`src/rtl/sdram_arb_pkg.sv`:
```
// Shared types and widths for the SDRAM CPU-port arbiter.
package sdram_arb_pkg;

  localparam int unsigned ADDR_W = 23;
  localparam int unsigned DATA_W = 16;
  localparam int unsigned DS_W   = 2;

  typedef enum logic [2:0] {
    StIdle,
    StIssue,
    StWaitAck,
    StWaitData,
    StDone
  } arb_state_e;

  // Increment modulo n, used to advance the round-robin pointer past a grant.
  function automatic int unsigned wrap_inc(input int unsigned idx, input int unsigned n);
    return (idx + 1 >= n) ? 0 : idx + 1;
  endfunction

endpackage

```
`src/rtl/rr_pick.sv`:
```
// Combinational round-robin encoder: first pending index at or after rr_ptr, wrapping.
module rr_pick #(
  parameter int unsigned NREQ = 4
) (
  input  logic [NREQ-1:0]         pending,
  input  logic [$clog2(NREQ)-1:0] rr_ptr,
  output logic                    valid,
  output logic [$clog2(NREQ)-1:0] grant
);

  localparam int unsigned IDX_W = $clog2(NREQ);

  logic [31:0] pos;

  // Scan from the farthest offset down to offset 0 so the nearest pending index wins.
  always_comb begin
    valid = |pending;
    grant = '0;
    pos   = '0;
    for (int unsigned k = 0; k < NREQ; k++) begin
      pos = (32'(rr_ptr) + (NREQ - 1 - k)) % NREQ;
      if (pending[pos[IDX_W-1:0]]) begin
        grant = pos[IDX_W-1:0];
      end
    end
  end

endmodule

```
`src/rtl/sdram_cpu_arbiter.sv`:
```
// Round-robin arbiter sharing the SDRAM controller's toggle-handshake CPU port among
// NREQ requesters, one transaction outstanding, read data held per requester.
module sdram_cpu_arbiter
  import sdram_arb_pkg::*;
#(
  parameter int unsigned NREQ       = 4,
  parameter int unsigned DATA_DELAY = 5
) (
  input  logic                     clk,
  input  logic                     init_n,
  input  logic [NREQ-1:0]          rq_req,
  output logic [NREQ-1:0]          rq_ack,
  input  logic [NREQ-1:0]          rq_we,
  input  logic [NREQ*ADDR_W-1:0]   rq_addr,
  input  logic [NREQ*DATA_W-1:0]   rq_din,
  input  logic [NREQ*DS_W-1:0]     rq_ds,
  output logic [NREQ*DATA_W-1:0]   rq_dout,
  output logic                     cpu_req,
  input  logic                     cpu_req_ack,
  output logic [ADDR_W-1:0]        cpu_addr,
  output logic [DATA_W-1:0]        cpu_din,
  output logic [DS_W-1:0]          cpu_ds,
  output logic                     cpu_we,
  output logic                     cpu_port,
  input  logic [DATA_W-1:0]        cpu_port0
);

  localparam int unsigned IDX_W = $clog2(NREQ);
  localparam int unsigned CNT_W = $clog2(DATA_DELAY + 1);

  arb_state_e        state_q, state_d;
  logic [IDX_W-1:0]  grant_q, grant_d;
  logic [IDX_W-1:0]  rr_ptr_q, rr_ptr_d;
  logic              cpu_req_q, cpu_req_d;
  logic              ack_sync_q;
  logic [CNT_W-1:0]  cnt_q, cnt_d;
  logic [NREQ-1:0]   rq_ack_q, rq_ack_d;
  logic [DATA_W-1:0] rq_dout_q [NREQ];
  logic [DATA_W-1:0] rq_dout_d [NREQ];
  logic [ADDR_W-1:0] cpu_addr_q, cpu_addr_d;
  logic [DATA_W-1:0] cpu_din_q, cpu_din_d;
  logic [DS_W-1:0]   cpu_ds_q, cpu_ds_d;
  logic              cpu_we_q, cpu_we_d;

  logic [ADDR_W-1:0] addr_arr [NREQ];
  logic [DATA_W-1:0] din_arr  [NREQ];
  logic [DS_W-1:0]   ds_arr   [NREQ];

  logic [NREQ-1:0]   pending;
  logic              pick_valid;
  logic [IDX_W-1:0]  pick_grant;

  for (genvar i = 0; i < NREQ; i++) begin : g_slice
    assign addr_arr[i]                  = rq_addr[i*ADDR_W +: ADDR_W];
    assign din_arr[i]                   = rq_din[i*DATA_W +: DATA_W];
    assign ds_arr[i]                    = rq_ds[i*DS_W +: DS_W];
    assign rq_dout[i*DATA_W +: DATA_W]  = rq_dout_q[i];
  end

  assign pending = rq_req ^ rq_ack_q;

  rr_pick #(
    .NREQ(NREQ)
  ) u_rr_pick (
    .pending(pending),
    .rr_ptr (rr_ptr_q),
    .valid  (pick_valid),
    .grant  (pick_grant)
  );

  always_comb begin
    state_d    = state_q;
    grant_d    = grant_q;
    rr_ptr_d   = rr_ptr_q;
    cpu_req_d  = cpu_req_q;
    cnt_d      = cnt_q;
    rq_ack_d   = rq_ack_q;
    rq_dout_d  = rq_dout_q;
    cpu_addr_d = cpu_addr_q;
    cpu_din_d  = cpu_din_q;
    cpu_ds_d   = cpu_ds_q;
    cpu_we_d   = cpu_we_q;

    unique case (state_q)
      StIdle: begin
        // cpu_* only load here, so they stay stable for the whole transaction.
        if (pick_valid) begin
          grant_d    = pick_grant;
          cpu_addr_d = addr_arr[pick_grant];
          cpu_din_d  = din_arr[pick_grant];
          cpu_ds_d   = ds_arr[pick_grant];
          cpu_we_d   = rq_we[pick_grant];
          state_d    = StIssue;
        end
      end
      StIssue: begin
        cpu_req_d = ~cpu_req_q;
        state_d   = StWaitAck;
      end
      StWaitAck: begin
        if (ack_sync_q == cpu_req_q) begin
          if (cpu_we_q) begin
            state_d = StDone;
          end else begin
            cnt_d   = CNT_W'(DATA_DELAY - 1);
            state_d = StWaitData;
          end
        end
      end
      StWaitData: begin
        if (cnt_q == '0) begin
          rq_dout_d[grant_q] = cpu_port0;
          state_d            = StDone;
        end else begin
          cnt_d = cnt_q - CNT_W'(1);
        end
      end
      StDone: begin
        rq_ack_d[grant_q] = rq_req[grant_q];
        rr_ptr_d          = IDX_W'(wrap_inc(32'(grant_q), NREQ));
        state_d           = StIdle;
      end
      default: state_d = StIdle;
    endcase
  end

  always_ff @(posedge clk or negedge init_n) begin
    if (!init_n) begin
      state_q    <= StIdle;
      grant_q    <= '0;
      rr_ptr_q   <= '0;
      cpu_req_q  <= 1'b0;
      ack_sync_q <= 1'b0;
      cnt_q      <= '0;
      rq_ack_q   <= '0;
      cpu_addr_q <= '0;
      cpu_din_q  <= '0;
      cpu_ds_q   <= '0;
      cpu_we_q   <= 1'b0;
      for (int i = 0; i < NREQ; i++) begin
        rq_dout_q[i] <= '0;
      end
    end else begin
      state_q    <= state_d;
      grant_q    <= grant_d;
      rr_ptr_q   <= rr_ptr_d;
      cpu_req_q  <= cpu_req_d;
      ack_sync_q <= cpu_req_ack;
      cnt_q      <= cnt_d;
      rq_ack_q   <= rq_ack_d;
      cpu_addr_q <= cpu_addr_d;
      cpu_din_q  <= cpu_din_d;
      cpu_ds_q   <= cpu_ds_d;
      cpu_we_q   <= cpu_we_d;
      for (int i = 0; i < NREQ; i++) begin
        rq_dout_q[i] <= rq_dout_d[i];
      end
    end
  end

  assign rq_ack   = rq_ack_q;
  assign cpu_req  = cpu_req_q;
  assign cpu_addr = cpu_addr_q;
  assign cpu_din  = cpu_din_q;
  assign cpu_ds   = cpu_ds_q;
  assign cpu_we   = cpu_we_q;
  assign cpu_port = 1'b0;

endmodule

```
`config.mk`:
```
export PLATFORM = sky130hd
export DESIGN_NAME = sdram_cpu_arbiter
export DESIGN_NICKNAME = d
export VERILOG_FILES = /design/src/rtl/sdram_arb_pkg.sv /design/src/rtl/rr_pick.sv /design/src/rtl/sdram_cpu_arbiter.sv
export SDC_FILE = /design/constraint.sdc
export NUM_CORES = 1
export LEC_CHECK = 0
export CORE_MARGIN = 1.5
export CORE_UTILIZATION = 42
export DETAILED_ROUTE_END_ITERATION = 12
export GPL_ROUTABILITY_DRIVEN = 0
export GPL_TIMING_DRIVEN = 0
export MAX_ROUTING_LAYER = met4
export PLACE_DENSITY_LB_ADDON = 0.15
export SLEW_MARGIN = 20
export SYNTH_ARGS = -nofsm -noshare
export SYNTH_HDL_FRONTEND = slang
export SYNTH_SLANG_ARGS = --single-unit
```
`constraint.sdc`:
```
create_clock -name clk -period 2.7 [get_ports clk]
set_input_delay 0.675 -clock clk [delete_from_list [all_inputs] [get_ports clk]]
set_output_delay 0.675 -clock clk [all_outputs]
set_load 0.005 [all_outputs]
```
==> metrics.md <==
| Metric | Value |
|---|---|
| Gr usage total | `28.1%` |
| Cell Chain, Critical Path | `clkdlybuf4s50_1, xnor2_4, o211ai_1, a22o_1, clkbuf_4, buf_2, a221oi_1, o31ai_1` |
| Fill cells | `1,106` |
| Slowest cell delay on critical path | `0.52 ns` |
| Yosys cell types | `37` |
| Grt ovf | `0` |
| Initial DRC count | `349` |
| Layout cells sized above 1 | `16.5%` |
| First drt pass iteration count | `5` |
| Die extent in x | `127 µm` |
| IO Port Bufs | `301` |
| Leakage | `4.13 nW` |
| Seq/Total Area, Yosys | `47.4%` |
| Critical Path AT | `2.92 ns` |
| Syn_nets | `784` |
| Via density per instance | `5.81` |
| Max IR drop VDD | `0.655 mV` |
| # rows | `45` |
| Synth Instances | `587` |
| Slew Limit Headroom | `47.9%` |
| # hold bufs at CTS | `0` |
| I/O pins | `303` |
| Post-synth top area share | `47.4%` |
| Hold Crit Class | `input pin to async pin` |
| Startpoint Class | `input pin` |
| Avg Inst Size Synth | `11.0 µm²` |
| CP required | `2.97 ns` |
| Setup bufs post-CTS | `0` |
| Register Area | `3050 µm²` |
| Clock root cell | `clkbuf_16` |
| Vias | `6,459` |
| Critical Path Sink Type | `flop` |
| Finished Layout Cells | `1,111` |
| Most frequent cells in the layout | `298 x clkdlybuf4s50_1, 122 x dfrtp_1, 84 x nor3b_1, 81 x a221oi_1, 68 x mux2_2` |
| Setup ws final | `0.0506 ns` |
| Hold_ws | `0.190 ns` |
| Nets | `1,105` |
| CTS Buffer Depth | `2` |
| ANT nets after route | `0` |
| CTS tree | `built` |
| First-pass GRT wire length | `34,200 µm` |
| Slew @ Worst Pin | `0.780 ns` |
| Max_cap viols | `0` |
| Clk sinks | `122` |
| Slowest cell on crit path | `clkdlybuf4s50_1` |
| Largest net degree at the start of global routing | `75` |
| Final Critical Period | `2.65 ns` |
| Leading area contributor after synthesis | `dfrtp_1` |
| Yosys warnings | `0` |
| Drt drc | `0` |
| RSZ-0062 raised after global routing | `true` |
| Die height | `127 µm` |
| Most common cell after layout, fill and taps aside | `clkdlybuf4s50_1` |
| Dpl cell area | `9720 µm²` |
| Num CTS Buffers | `17` |
| Avg WL per Cell | `19.6 µm` |
| Crit path kind | `input pin to flop` |
| CP max FO | `10` |
| Power Dens Cells | `1260 nW/µm²` |
| Final setup vio count | `0` |
| Clock Latency Late Sink | `0.41 ns` |
| Clk slew on worst S/H paths | `0.06 ns` |
| Peak Freq | `0.377 GHz` |
| H-tree depth | `4` |
| Seq cells post-synth | `122` |
| Run status | `completed` |
| Pwr Total | `13.1 mW` |
| Place WS | `-0.596 ns` |
| Placed cells | `1,077` |
| Period utilization | `98.1%` |
| Fin. Hold Viols | `0` |
| Multi-input logic area | `3160 µm²` |
| Initial antenna violation count | `2` |
| Post-synth EDFFs | `0` |
| Synth-to-layout area growth | `62.3%` |
| Top area cells in the synthesized netlist | `dfrtp_1 47%, mux2_2 12%, a221oi_1 11%` |
| Vias in the first global route | `6,603` |
| Max-slew violation count | `0` |
| Setup Skew | `0.00812 ns` |
| Netlist Area Pre-Place | `6440 µm²` |
| Initial core utilization | `42.7%` |
| Post-detail-place hpwl | `16,400 µm` |
| Final instance area | `10,500 µm²` |
| Reg2reg setup slack | `0.37 ns` |
| Top FF cell, synth | `dfrtp_1` |
| Die area | `16,100 µm²` |
| Asr flop ratio synth | `100%` |
| Drt total wl | `21,700 µm` |
| Core Region | `15,100 µm²` |
[synth_stat cells, types with 2 or more instances]
| library cell | count |
|---|---|
| ha_1 | 6 |
| inv_1 | 8 |
| buf_6 | 2 |
| xnor2_1 | 5 |
| a211oi_1 | 4 |
| o221ai_1 | 2 |
| dfrtp_1 | 122 |
| nor3b_1 | 84 |
| xor2_1 | 3 |
| nor3_1 | 3 |
| a21oi_1 | 4 |
| nand2b_1 | 2 |
| o31ai_1 | 41 |
| clkbuf_1 | 34 |
| nor2_1 | 7 |
| nand2_1 | 60 |
| buf_1 | 5 |
| a221oi_1 | 83 |
| o21ai_0 | 9 |
| mux2_2 | 68 |
| buf_2 | 19 |
[state kept, by name (all words and copies together) (netlist names)]
signal and cells:
rq_dout 64, cpu_addr 23, cpu_din 16, rq_ack 4
cnt_q 3, state_q 3, cpu_ds 2, grant_q 2
rr_ptr_q 2, ack_sync_q 1, cpu_req 1, cpu_we 1
[worst max-delay path, delay by kind of cell]
kind | cells | cell delay, ns
xor gates and xnor gates | 1 | 0.28
AOI/OAI and AO/OA | 4 | 1.00
buffers and inverters | 3 | 0.96
[stage by stage]
stage	setup TNS, ns	util (%)
2_1_floorplan	0	-
3_3_place_gp	-462.85	64.2
3_5_place_dp	-22.59	64.4
4_1_cts	0	68.7
5_1_grt	-0.0628	69.3
6_report	0	69.3
[logic make-up after synthesis]
logic type,Yosys count,synth area share [%]
buf+inv,69,4.68
flops,122,47.4
simple gates,162,14.7
xor+xnor,8,1.09
other cells,1,0.0582
fa+ha+maj,6,1.16
mux,69,12.2
compound gates,150,18.7
[area by class of cell]
| type | instances | share of cell area (%) |
|---|---|---|
| multi-input cells | 396 | 30.3 |
| flip-flops and latches | 122 | 29.2 |
| repair buffers | 302 | 29.1 |
| clock buffers | 20 | 4.37 |
| plain buffers | 61 | 2.91 |
| well taps | 188 | 2.25 |
| clock inverters | 12 | 1.56 |
| inverters | 8 | 0.287 |
| diodes | 2 | 0.0479 |
[report_power, final]
| part | internal (mW) | switching (mW) |
|---|---|---|
| Sequential | 2.73 | 0.540 |
| Combinational | 3.62 | 3.89 |
| Clock | 1.51 | 0.845 |
| Total | 7.86 | 5.27 |
[per-layer routing]
metal / GRT usage, % / part of all wire [%] / up-vias
met1: 32.6 / 41 / 3132
met2: 45.4 / 48 / 337
li1: - / - / 2918
met5: - / 0 / -
met4: 15.0 / 4.8 / 0
met3: 6.58 / 6.5 / 72
[what timing repair did]
item                                    CTS  global route
endpoints found under the setup margin   42            42
resized for setup                         6            41
pin swaps                                 0             0
[worst paths after layout]
kind	startpoint	to	cells past startpoint
setup / recovery	rq_req[0]	cpu_din[12]	8
hold / removal	init_n	rq_dout[34]	1
setup reg to reg	rq_ack[1]	cpu_din[12]	7
hold reg to reg	cpu_din[4]	cpu_din[4]	2
max in group asynchronous	init_n	rq_dout[61]	2
min in group clk	cpu_din[4]	cpu_din[4]	2
Power figures use the tool's default switching activity.
